`config.mk`:
```
export PLATFORM = sky130hd
export DESIGN_NAME = sign_narrow_unit
export DESIGN_NICKNAME = d
export VERILOG_FILES = /design/src/rtl/sign_narrow_unit_pkg.sv /design/src/rtl/sign_narrow_unit_fifo2.sv /design/src/rtl/sign_narrow_unit.sv
export SDC_FILE = /design/constraint.sdc
export NUM_CORES = 1
export LEC_CHECK = 0
export CELL_PAD_IN_SITES_DETAIL_PLACEMENT = 1
export CELL_PAD_IN_SITES_GLOBAL_PLACEMENT = 1
export CORE_MARGIN = 2
export CORE_UTILIZATION = 37
export DETAILED_ROUTE_END_ITERATION = 6
export PLACE_DENSITY = 0.92
export SETUP_SLACK_MARGIN = 0.4
export SYNTH_ARGS = -nofsm -noshare
export SYNTH_HDL_FRONTEND = slang
export SYNTH_SLANG_ARGS = --single-unit
```
`constraint.sdc`:
```
create_clock -name clk -period 4.3 [get_ports clk]
set_clock_uncertainty 0.2 [all_clocks]
set_input_delay 1.075 -clock clk [delete_from_list [all_inputs] [get_ports clk]]
set_output_delay 1.075 -clock clk [all_outputs]
set_load 0.05 [all_outputs]
```
`src/rtl/sign_narrow_unit_pkg.sv`:
```
// Shared widths, narrowing-mode encodings and saturation bounds for the
// sign narrowing unit.
package sign_narrow_unit_pkg;

  localparam int DEF_IN_W  = 8;
  localparam int DEF_OUT_W = 3;
  localparam int DEF_CNT_W = 8;

  localparam logic NARROW_WRAP = 1'b0;
  localparam logic NARROW_SAT  = 1'b1;

  localparam logic [DEF_OUT_W-1:0] SAT_MAX = {1'b0, {(DEF_OUT_W-1){1'b1}}};
  localparam logic [DEF_OUT_W-1:0] SAT_MIN = {1'b1, {(DEF_OUT_W-1){1'b0}}};

endpackage

```
`src/rtl/sign_narrow_unit_fifo2.sv`:
```
// Generic 2-entry synchronous valid/ready queue. Slot 0 is always the head;
// empty slots are kept at zero so the head reads 0 whenever the queue is empty.
module narrow_fifo2 #(
  parameter int W = 4
) (
  input  logic         clk,
  input  logic         rst,
  input  logic         in_valid,
  output logic         in_ready,
  input  logic [W-1:0] in_data,
  output logic         out_valid,
  input  logic         out_ready,
  output logic [W-1:0] out_data
);

  logic [W-1:0] slot0_q, slot0_d;
  logic [W-1:0] slot1_q, slot1_d;
  logic [1:0]   count_q, count_d;
  logic [1:0]   wr_idx;
  logic         push;
  logic         pop;

  assign in_ready  = (count_q != 2'd2);
  assign out_valid = (count_q != 2'd0);
  assign out_data  = slot0_q;
  assign push      = in_valid & in_ready;
  assign pop       = out_valid & out_ready;

  // Pop shifts slot 1 forward first; the push then lands in the first free slot.
  always_comb begin
    slot0_d = slot0_q;
    slot1_d = slot1_q;
    count_d = count_q;
    wr_idx  = count_q;
    if (pop) begin
      slot0_d = slot1_q;
      slot1_d = '0;
      count_d = count_q - 2'd1;
      wr_idx  = count_q - 2'd1;
    end
    if (push) begin
      if (wr_idx == 2'd0) begin
        slot0_d = in_data;
      end else begin
        slot1_d = in_data;
      end
      count_d = count_d + 2'd1;
    end
  end

  always_ff @(posedge clk) begin
    if (rst) begin
      slot0_q <= '0;
      slot1_q <= '0;
      count_q <= 2'd0;
    end else begin
      slot0_q <= slot0_d;
      slot1_q <= slot1_d;
      count_q <= count_d;
    end
  end

endmodule

```
`src/rtl/sign_narrow_unit.sv`:
```
// Narrows a signed IN_W-bit value to an OUT_W-bit field by wrapping or
// saturating, queues {ovf, data} in a 2-entry buffer and counts overflows.
module sign_narrow_unit
  import sign_narrow_unit_pkg::*;
#(
  parameter int IN_W  = DEF_IN_W,
  parameter int OUT_W = DEF_OUT_W,
  parameter int CNT_W = DEF_CNT_W
) (
  input  logic             clk,
  input  logic             rst,
  input  logic             in_valid,
  output logic             in_ready,
  input  logic [IN_W-1:0]  in_data,
  input  logic             in_sat,
  output logic             out_valid,
  input  logic             out_ready,
  output logic [OUT_W-1:0] out_data,
  output logic             out_ovf,
  input  logic             clr_count,
  output logic [CNT_W-1:0] ovf_count
);

  localparam logic [OUT_W-1:0] OUT_MAX = {1'b0, {(OUT_W-1){1'b1}}};
  localparam logic [OUT_W-1:0] OUT_MIN = {1'b1, {(OUT_W-1){1'b0}}};

  logic [IN_W-OUT_W:0] top_bits;
  logic                fits;
  logic [OUT_W-1:0]    narrow_data;
  logic                narrow_ovf;
  logic                push;
  logic [CNT_W-1:0]    ovf_count_q, ovf_count_d;

  // The value fits when the discarded bits plus the new sign bit all agree.
  assign top_bits = in_data[IN_W-1:OUT_W-1];
  assign fits     = (&top_bits) | ~(|top_bits);
  assign push     = in_valid & in_ready;

  always_comb begin
    narrow_data = in_data[OUT_W-1:0];
    narrow_ovf  = ~fits;
    if (!fits) begin
      case (in_sat)
        NARROW_WRAP: narrow_data = in_data[OUT_W-1:0];
        NARROW_SAT:  narrow_data = in_data[IN_W-1] ? OUT_MIN : OUT_MAX;
        default:     narrow_data = in_data[OUT_W-1:0];
      endcase
    end
  end

  // Clear has priority over an increment arriving in the same cycle.
  always_comb begin
    ovf_count_d = ovf_count_q;
    if (clr_count) begin
      ovf_count_d = '0;
    end else if (push && narrow_ovf && (ovf_count_q != '1)) begin
      ovf_count_d = ovf_count_q + CNT_W'(1);
    end
  end

  always_ff @(posedge clk) begin
    if (rst) begin
      ovf_count_q <= '0;
    end else begin
      ovf_count_q <= ovf_count_d;
    end
  end

  assign ovf_count = ovf_count_q;

  narrow_fifo2 #(
    .W(OUT_W + 1)
  ) u_fifo (
    .clk       (clk),
    .rst       (rst),
    .in_valid  (in_valid),
    .in_ready  (in_ready),
    .in_data   ({narrow_ovf, narrow_data}),
    .out_valid (out_valid),
    .out_ready (out_ready),
    .out_data  ({out_ovf, out_data})
  );

endmodule

```
* After elaboration in Yosys (flattened, before gate mapping)
Cells that the tools add are included.
Word-level totals: flip-flop bits (word level) 18, input port bits 14, word-level logic and storage cells 33
Cells by class: $add $sub $neg 3, equality and inequality tests 2, multiplexer cells 11, bitwise logic cells 6, reduce and logical (&&, ||, !) cells 7
Operator list (number):
- $mux 4 | 6
- $add 8x1->8 const B | 1
- $ne 8x8->1 const B | 1
- $mux 3 | 2
- $pmux 3 s2 | 1
- $reduce_and 6->1 | 1
- $reduce_or 6->1 | 1
- $mux 2 | 2
- $not 1->1 | 3
- $add 2x1->2 const B | 1
- $and 1x1->1 | 2
- $logic_and 1x1->1 | 2
- $logic_not 2->1 | 1
- $ne 2x2->1 const B | 1
- $reduce_bool 2->1 | 1
- $reduce_or 2->1 | 1
- $sub 2x1->2 const B | 1
- $or 1x1->1 | 1

* Logic depth before layout (Yosys ltp)
Gate-level depths: netlist of the first run.
word-level depth 6, gate-level depth with buffers 10, gate-level depth less buffers 9

* By module
From an unflattened synthesis of the first run, not the netlist that was laid out.
Second synthesis, totals: cells, all modules 119, area total of the unflattened synthesis 1118.6 um2
Modules (own cells, without submodules):
- narrow_fifo2 | times used 1, cells each 59, area each 579.3 um2, seq. area each 200.2 um2
- sign_narrow_unit | times used 1, cells each 60, area each 539.3 um2, seq. area each 160.2 um2

* Worst setup path before layout of the first run
No wires, ideal clock.
path kind input port to flip-flop, start input in_data[2], end register ovf_count_q[5] (netlist: ovf_count[5]), library setup time 0.121 ns, arrival time 2.322 ns, required time 3.979 ns, path slack 1.656 ns, cell stages on the path 5, cell sequence or4_4 -> o221ai_4 -> buf_6 -> nor4_2 -> mux2_4
On the way: word-level cells in the longest chain between the ends 6, elaborated cells on any way between the ends 7, classes of those cells bitwise: 3; reduce/logical: 4
Ends and longest elaborated chain:
- start: declaration | line sign_narrow_unit.sv:14 | input logic [IN_W-1:0] in_data,
- $reduce_or 6->1 | line sign_narrow_unit.sv:36 | assign fits = (&top_bits) | ~(|top_bits);
- $not 1->1 | line sign_narrow_unit.sv:36
- $or 1x1->1 * | line sign_narrow_unit.sv:36
- $not 1->1 * | line sign_narrow_unit.sv:41 | narrow_ovf = ~fits;
- $logic_and 1x1->1 * (2 in a row) | line sign_narrow_unit.sv:56 | end else if (push && narrow_ovf && (ovf_count_q != '1)) begin
- end signal: assignment | line sign_narrow_unit.sv:65 | ovf_count_q <= ovf_count_d;
- end: declaration | line sign_narrow_unit.sv:32 | logic [CNT_W-1:0] ovf_count_q, ovf_count_d;
Every way passes the cells marked *; elsewhere a longest branch is shown, timed or not. A chain may end at the register's enable or synchronous reset.

* Worst setup path in the final report of the first run
start register u_fifo.count_q[0], end output in_ready
On the way: word-level cells in the longest chain between the ends 1
Ends and longest elaborated chain:
- start: declaration | line sign_narrow_unit_fifo2.sv:18 | logic [1:0] count_q, count_d;
- start signal: assignment | line sign_narrow_unit_fifo2.sv:59 | count_q <= count_d;
- $ne 2x2->1 | line sign_narrow_unit_fifo2.sv:23 | assign in_ready = (count_q != 2'd2);
- end: declaration | line sign_narrow_unit.sv:13 | output logic in_ready,
No other way between the ends.

==> flow_metrics.tcl, run 1 <==
set metrics [dict create \
    synth_cell_type_count 43 \
    yosys.area.top_type "dfxtp_1" \
    syn_avg_cell_area_um2 8.47 \
    status "finished clean" \
    synthMuxAreaShare_pct 5.40 \
    setup_viol 0 \
    tritoncts "built" \
    tightest_slew_ps 506 \
    reg2regPathDepth 8 \
    antenna_left 0 \
    synthesis.area_mm2 0.00104 \
    via_per_inst 5.67 \
    setup_ws_ps 1230 \
    die_area_mm2 0.00326 \
    wl_um 2830 \
    r2r-start "u_fifo.count_q[0]$_SDFF_PP0_" \
    start_util_pct 38.5 \
    irDropWorstVdd_uv 400 \
    synth-edff-count 0 \
    diodes 0 \
    antenna_found_initial 0 \
    wl_met2_um 1520 \
    drive_gt1_share_pct 8.72 \
    post_cts_resized 0 \
    numCtsBuffers 3 \
    crit_slowest_cell "clkdlybuf4s50_1" \
    worstPathCellList "inv_1 -> ha_1 -> inv_1 -> clkdlybuf4s50_1" \
    synth-simple-area-share_pct 26.8 \
    rsz0062_at_grt "false" \
    nNetsFinal 168 \
    synth_xor_area_share_pct 0.840 \
    endpoint "in_ready" \
    final.fill_count 338 \
    cts_sinks 18 \
    grt_max_degree 14 \
    first_global_vias 1061 \
    syn-instance-count 123 \
    clkLatencyLatePin_ps 300 \
    critPathMaxFanout 3 \
    slew_viol_final 0 \
    p_per_area_mw_per_mm2 490 \
    crit_path_start_kind "flop" \
    final_common_cell "clkdlybuf4s50_1" \
    layout_min_cycle_time_ps 3070 \
    relSlewSlack_pct 66.2 \
    clkTransAtPathRegs_ps 100 \
    synthAdderAreaFrac_pct 4.80 \
    vias 1020 \
    num_rows 19 \
    yosys-top-cells-area "dfxtp_1 35%, nand2_1 5.0%, ha_1 4.8%, inv_1 3.6%, a21oi_1 3.4%" \
    dr.pass1.iters 4 \
    max-clock-path-buffers 2 \
    synth_ff_type "dfxtp_1" \
    final_core_util_pct 50.1 \
    cpMostUsedCell "inv_1" \
    hold_buffers 0 \
    hold_slack_ps 291 \
    cts-root-buf "clkbuf_4" \
    worstPathRequired_ps 3020 \
    wl_met1_um 1170 \
    synth_compound_area_share_pct 21.1 \
    overflow 0 \
    grt_pass1_wl_um 4830 \
    place_area_mm2 0.00132 \
    crit_type "flop to output port" \
    fp.dieH_um 57.1 \
    critPathLaunch "u_fifo.count_q[0]$_SDFF_PP0_" \
    drt-wirelength-per-cell_um 15.7 \
    hold_class "flop to flop" \
    route.met3.wl_um 129 \
    tns_ps 0 \
    p_leak_nw 0.469 \
    fin_crit_sh_pct 71.3 \
    cts_setup_buffers 0 \
    die_x_um 57.1 \
    htreeDepth 1 \
    highest_layer "met3" \
    hpwl_um 2220 \
    synth_top_area_share_pct 34.6 \
    cp-end-kind "output port" \
    worst_ep_arrival_time_ps 1790 \
    min_from "u_fifo.slot1_q[2]$_SDFF_PP0_" \
    drc 0 \
    ys_seq_elements 18 \
    fin_area_mm2 0.00136 \
    synthArstFlopShare_pct 0 \
    gp_congestion 0.810 \
    r2r_setup_slack_ps 1860 \
    io_buffers 27 \
    finalHoldViolations 0 \
    area_growth_pct 30.3 \
    gr-usage-all-layers_pct 18.5 \
    place_ws_ps 951 \
    maxCapViolCount 0 \
    max_freq_mhz 326 \
    synth_top_family_by_area "simple AND/OR/NAND/NOR gates" \
    ys_seq_area_share_pct 34.6 \
    synth_fp_nets 141 \
    core-area_mm2 0.00271 \
    most-common-layout-cells "27 x clkdlybuf4s50_1, 18 x dfxtp_1, 14 x nand2_1" \
    slowest_delay_ps 790 \
    drtIter0Drc 26 \
    timing.rr.end "u_fifo.out_data[3]$_SDFF_PP0_" \
    io_pins 28 \
    synth_warnings 0 \
]
## per-stage QoR
step	std cells	total power [W]
floorplan	123	0.000463
global placement	176	0.000547
detailed placement	176	0.000563
CTS	180	0.000675
global route	180	0.000710
finish	180	0.000665
## cell families after synthesis
logic type | count (synthesis)
simple gates | 51
compound gates | 29
flops | 18
buf+inv | 15
mux | 5
fa+ha+maj | 4
xor+xnor | 1
## power breakdown
part	internal (W)	leakage, nW	total [W]	switching, W
Clock	0.0000516	0.0210	0.000106	0.0000544
Combinational	0.000127	0.302	0.000335	0.000208
Sequential	0.000203	0.147	0.000224	0.0000217
## layout make-up
type                       instances  area [µm²]  share of cell area (%)
timing repair buffer              27         270                    19.9
sequential                        18         360                    26.5
clock buffer                       4        36.3                    2.67
multi-input combinational         90         614                    45.3
inverter                          10        37.5                    2.76
tap                               31        38.8                    2.86
## worst min path at each step
stage / cells after the start / endpoint / slack, ps
3_3_place_gp: 1 / u_fifo.slot1_q[2]$_SDFF_PP0_ / 270
5_1_grt: 1 / u_fifo.slot1_q[2]$_SDFF_PP0_ / 320
2_1_floorplan: 1 / u_fifo.slot1_q[2]$_SDFF_PP0_ / 230
3_5_place_dp: 1 / u_fifo.slot1_q[0]$_SDFF_PP0_ / 270
4_1_cts: 1 / u_fifo.slot1_q[2]$_SDFF_PP0_ / 290
6_report: 1 / u_fifo.slot1_q[2]$_SDFF_PP0_ / 290
## flip-flops by register name, indices dropped and copies added (netlist names)
name	flops
ovf_count	8
u_fifo.out_data	4
u_fifo.slot1_q	4
u_fifo.count_q	2
## routing by layer
layer	GRT usage (%)	vias to the layer above
met5	0	-
met4	0.997	0
met3	4.99	0
met2	36.5	26
met1	20.7	497
li1	-	497
## synth_stat cells (all sizes together) (2+ instances only)
library cell  instances
and4                  2
a22o                  2
mux2i                 3
and2                  2
clkbuf                2
or4                   5
o221ai                2
nor2                  8
nor3                  4
nand4                 2
nor4                  2
nand2b                2
a31oi                 4
ha                    4
o21ai                 3
nand3                 3
inv                  10
buf                   3
o21a                  2
o31ai                 4
a21oi                 7
or2                   2
dfxtp                18
mux2                  2
nand2                14
## critical path, delay by kind of cell, from the launching register on
family / cells / cell delay, ps
DFF: 1 / 370
adders and majority gates: 1 / 220
buffers and inverters: 3 / 920
Note: power is estimated with default switching activity, not from simulation.
==> run 2, diff against run 1 <==
Settings changed: CORE_UTILIZATION 37 to 34, PLACE_DENSITY 0.92 to 0.86.
Clock period 4.3 ns to 3 ns, I/O delays scaled along.
==> run 2 against run 1 <==
  * Setup slack got worse by 760 ps
  * Sequential power increased by 44%
  * Largest power group unchanged
  * First-iteration DRC count increased by 15%
  * Critical endpoint is now u_fifo.slot1_q[1]$_SDFF_PP0_
==> flow_metrics.tcl, run 2 (synthesis gave the netlist of run 1 again) <==
set metrics [dict create \
    highest_layer "met4" \
    die_x_um 59.4 \
    drt-wirelength-per-cell_um 15.7 \
    tritoncts "built" \
    hold_slack_ps 289 \
    io_pins 28 \
    grt_pass1_wl_um 4900 \
    drive_gt1_share_pct 11.8 \
    finalNonFillerCells 185 \
    diodes 0 \
    area_growth_pct 33.9 \
    wl_um 2900 \
    timing.rr.end "u_fifo.slot1_q[3]$_SDFF_PP0_" \
    final_common_cell "clkdlybuf4s50_1" \
    worst_ep_arrival_time_ps 2570 \
    finalHoldViolations 0 \
    max-clock-path-buffers 2 \
    cts-root-buf "clkbuf_4" \
    antenna_left 0 \
    numCtsBuffers 3 \
    setup_viol 0 \
    status "finished clean" \
    hold_class "flop to flop" \
    relSlewSlack_pct 66.0 \
    layout_min_cycle_time_ps 2530 \
    die_area_mm2 0.00352 \
    p_leak_nw 0.541 \
    crit_path_start_kind "input port" \
    largest_reg_flops 8 \
    final.fill_count 376 \
    wl_met2_um 1560 \
    grt_max_degree 14 \
    cts_sinks 18 \
    r2r_setup_slack_ps 720 \
    gr-usage-all-layers_pct 18.4 \
    multi_input_area_um2 622 \
    overflow 0 \
    start_util_pct 35.0 \
    drtIter0Drc 30 \
    r2r-start "u_fifo.count_q[0]$_SDFF_PP0_" \
    regArea_um2 360 \
    cts_setup_buffers 0 \
    max_freq_mhz 396 \
    tightest_slew_ps 508 \
    clkTransAtPathRegs_ps 110 \
    worstPathRequired_ps 3050 \
    power_w 0.000970 \
    io_buffers 27 \
    vias 1026 \
    route.met3.wl_um 118 \
    slew_viol_final 0 \
    min_from "u_fifo.slot1_q[2]$_SDFF_PP0_" \
    critPathLaunch "in_data[7]" \
    nNetsFinal 171 \
    fin_crit_sh_pct 84.2 \
    cp-end-kind "flop" \
    fp.dieH_um 59.4 \
    endpoint "u_fifo.slot1_q[1]$_SDFF_PP0_" \
    antenna_found_initial 0 \
    gp_congestion 0.802 \
    hold_buffers 0 \
    first_global_vias 1107 \
    irDropWorstVdd_uv 432 \
    clkLatencyLatePin_ps 290 \
    wl_met1_um 1170 \
    critPathMaxFanout 5 \
    via_per_inst 5.55 \
    crit_type "input port to flop" \
    drc 0 \
    dp.cells 181 \
    core-area_mm2 0.00298 \
    reg2regPathDepth 9 \
    htreeDepth 1 \
    dr.pass1.iters 4 \
    most-common-layout-cells "22 x clkdlybuf4s50_1, 18 x dfxtp_1, 14 x nand2_1" \
    tns_ps 0 \
    hpwl_um 2290 \
    rsz0062_at_grt "false" \
    p_per_area_mw_per_mm2 695 \
    num_rows 20 \
    maxCapViolCount 0 \
]
==> run 2: cell count changes in the layout (fill, tap and decap cells not counted), sizes merged <==
| cell | previous run | this run |
|---|---|---|
| dlymetal6s2s | 0 | 3 |
| buf | 0 | 3 |
| dlygate4sd2 | 0 | 2 |
| clkdlybuf4s50 | 27 | 22 |
==> run 2: timing repair <==
item | CTS | global route
gates resized for setup | 2 | 5
setup endpoints to repair | 2 | 10
gates cloned | 0 | 0
==> run 2: power by group <==
group          total, W  leakage [nW]  internal [W]  switching (W)
Clock          0.000155        0.0210     0.0000740      0.0000807
Combinational  0.000493         0.373      0.000188       0.000305
Sequential     0.000322         0.147      0.000290      0.0000318
==> run 2: area by class of cell <==
type,count,area share (%)
clock buffers,4,2.60
inverters,10,2.69
multi-input cells,90,44.6
flip-flops and latches,18,25.8
well taps,33,2.96
repair buffers,30,21.3
==> run 2: metrics by stage <==
step	cell area (µm²)	utilization [%]	worst slack (ps)
final	1400	46.8	473
after global routing	1400	46.8	411
after CTS	1380	46.3	407
after detailed placement	1350	45.2	112
after global placement	1350	45.2	233
after floorplan	1040	-	681
==> run 2: routing by layer <==
metal / global-route usage [%] / up-vias
met5: 0 / -
met3: 3.71 / 8
li1: - / 502
met2: 32.3 / 24
met4: 9.74 / 0
met1: 20.5 / 492
==> run 2: worst min path at each step <==
stage | endpoint | depth (start not counted) | slack, ps
after floorplan | u_fifo.slot1_q[2]$_SDFF_PP0_ | 1 | 230
after global placement | u_fifo.slot1_q[2]$_SDFF_PP0_ | 1 | 250
after detailed placement | u_fifo.slot1_q[2]$_SDFF_PP0_ | 1 | 250
after CTS | u_fifo.slot1_q[2]$_SDFF_PP0_ | 1 | 280
after global routing | u_fifo.slot1_q[2]$_SDFF_PP0_ | 1 | 300
final | u_fifo.slot1_q[2]$_SDFF_PP0_ | 1 | 290
==> run 2: critical path, stage by stage <==
cell and delay [ps]:
clkdlybuf4s50_1 490, or4_4 590, o221ai_2 290, mux2i_1 290, a22o_1 160
==> run 3, diff against run 2 <==
Clock period 3 ns to 2.4 ns, I/O delays scaled along.
==> run 3 against run 2 <==
  * Critical path depth did not move
  * Total power rose by 58%
  * Final cell count rose by 11%
  * Design area rose by 21%
  * Clock power barely moved
  * Critical path type unchanged
  * Highest routed layer unchanged
==> flow_metrics.tcl, run 3 (synthesis gave the netlist of run 1 again) <==
set metrics [dict create \
    p_seq_share_pct 27.0 \
    hold_class "flop to flop" \
    antenna_left 0 \
    crit_type "input port to flop" \
    relSlewSlack_pct 67.8 \
    die_x_um 59.4 \
    drive_gt1_share_pct 44.5 \
    wl_um 3770 \
    htreeDepth 1 \
    power_frac_comb_pct 62.7 \
    die_area_mm2 0.00352 \
    io_pins 28 \
    via_per_inst 5.61 \
    numCtsBuffers 3 \
    slowest_delay_ps 480 \
    rsz0062_at_grt "true" \
    max_freq_mhz 496 \
    core-area_mm2 0.00298 \
    crit_family "simple AND/OR/NAND/NOR gates" \
    diodes 0 \
    worstPathRequired_ps 2450 \
    dr.pass1.iters 5 \
    tritoncts "built" \
    grt_max_degree 14 \
    grt_pass1_wl_um 5850 \
    final_core_util_pct 56.8 \
    setup_viol 0 \
    vias 1156 \
    setup_ws_ps 382 \
    power_w 0.00153 \
    cts-root-buf "clkbuf_4" \
    worst_ep_arrival_time_ps 2060 \
    num_rows 20 \
    drt-wirelength-per-cell_um 18.3 \
    overflow 0 \
    gr-usage-all-layers_pct 22.6 \
    drtIter0Drc 30 \
    critPathMaxFanout 4 \
    start_util_pct 35.0 \
    largest_reg_flops 8 \
    drc 0 \
    hold_slack_ps 305 \
    finalNonFillerCells 206 \
    cp-end-kind "flop" \
    most-common-layout-cells "18 x buf_4, 14 x dfxtp_1, 13 x nand2_1" \
    tightest_slew_ps 484 \
    crit_slowest_cell "or4_4" \
    switching_share_pct 43.1 \
    slew_viol_final 0 \
    p_int_w 0.000871 \
    hpwl_um 2570 \
    worstPathCellList "clkdlybuf4s15_2 -> or4_4 -> o221ai_4 -> mux2i_1 -> a22o_1" \
    io_buffers 27 \
    fp.dieH_um 59.4 \
    hold_buffers 0 \
    final.fill_count 341 \
    p_sw_w 0.000658 \
    fin_crit_sh_pct 84.1 \
    crit_path_start_kind "input port" \
    clkLatencyLatePin_ps 300 \
    multi_input_area_um2 753 \
    clkTransAtPathRegs_ps 110 \
    gp_congestion 0.799 \
    path_buf_inv 1 \
    finalHoldViolations 0 \
    p_leak_nw 0.644 \
    regArea_um2 365 \
    layout_min_cycle_time_ps 2020 \
    dp.cells 192 \
    final_common_cell "buf_4" \
    nNetsFinal 193 \
    cts_sinks 18 \
    place_ws_ps -268 \
    status "finished clean" \
    p_clk_share_pct 10.3 \
    first_global_vias 1230 \
    p_per_area_mw_per_mm2 904 \
    maxCapViolCount 0 \
    irDropWorstVdd_uv 711 \
    area_growth_pct 62.3 \
    antenna_found_initial 0 \
    max-clock-path-buffers 2 \
]
## run 3: metrics by stage
stage	TNS, ps	cell area, µm²
after detailed placement	-3070	1470
after floorplan	0	1060
after CTS	0	1620
final	0	1690
after global routing	0	1690
after global placement	-1790	1470
## run 3: worst paths after layout
check / start / end / slack, ps / cells past startpoint
max reg2reg: u_fifo.count_q[0]$_SDFF_PP0_ / ovf_count[3]$_SDFFE_PP0P_ / 390 / 7
max: in_data[2] / u_fifo.slot1_q[0]$_SDFF_PP0_ / 380 / 5
min reg2reg: u_fifo.slot1_q[2]$_SDFF_PP0_ / u_fifo.slot1_q[2]$_SDFF_PP0_ / 300 / 1
min: u_fifo.slot1_q[2]$_SDFF_PP0_ / u_fifo.slot1_q[2]$_SDFF_PP0_ / 300 / 1
## run 3: timing repair
action                     CTS  global route
cloned                       1             0
pin swaps                   14             6
setup endpoints to repair   30            19
buffers inserted             6             4
gates resized for setup     73            22
## run 3: per-layer routing
layer,track usage (%),wire length [µm],part of all wire [%],vias up
li1,-,-,-,552
met1,23.7,1410,37,569
met2,45.4,2170,58,29
met3,4.15,129,3.4,6
met4,4.87,53,1.4,0
met5,0,0,0,-
## run 3: layout make-up
cell class	count	area share [%]
clock buffer	3	1.33
tap	33	2.44
sequential	18	21.6
multi-input combinational	90	44.5
inverter	10	2.37
timing repair buffer	52	27.7
## run 3: power by group through the flow
stage               Combinational [W]  Sequential, W  Clock [W]
floorplan                    0.000329       0.000516          0
global placement             0.000688       0.000412          0
detailed placement           0.000732       0.000413          0
CTS                          0.000828       0.000409   0.000163
global route                  0.00103       0.000420   0.000177
finish                       0.000958       0.000413   0.000158
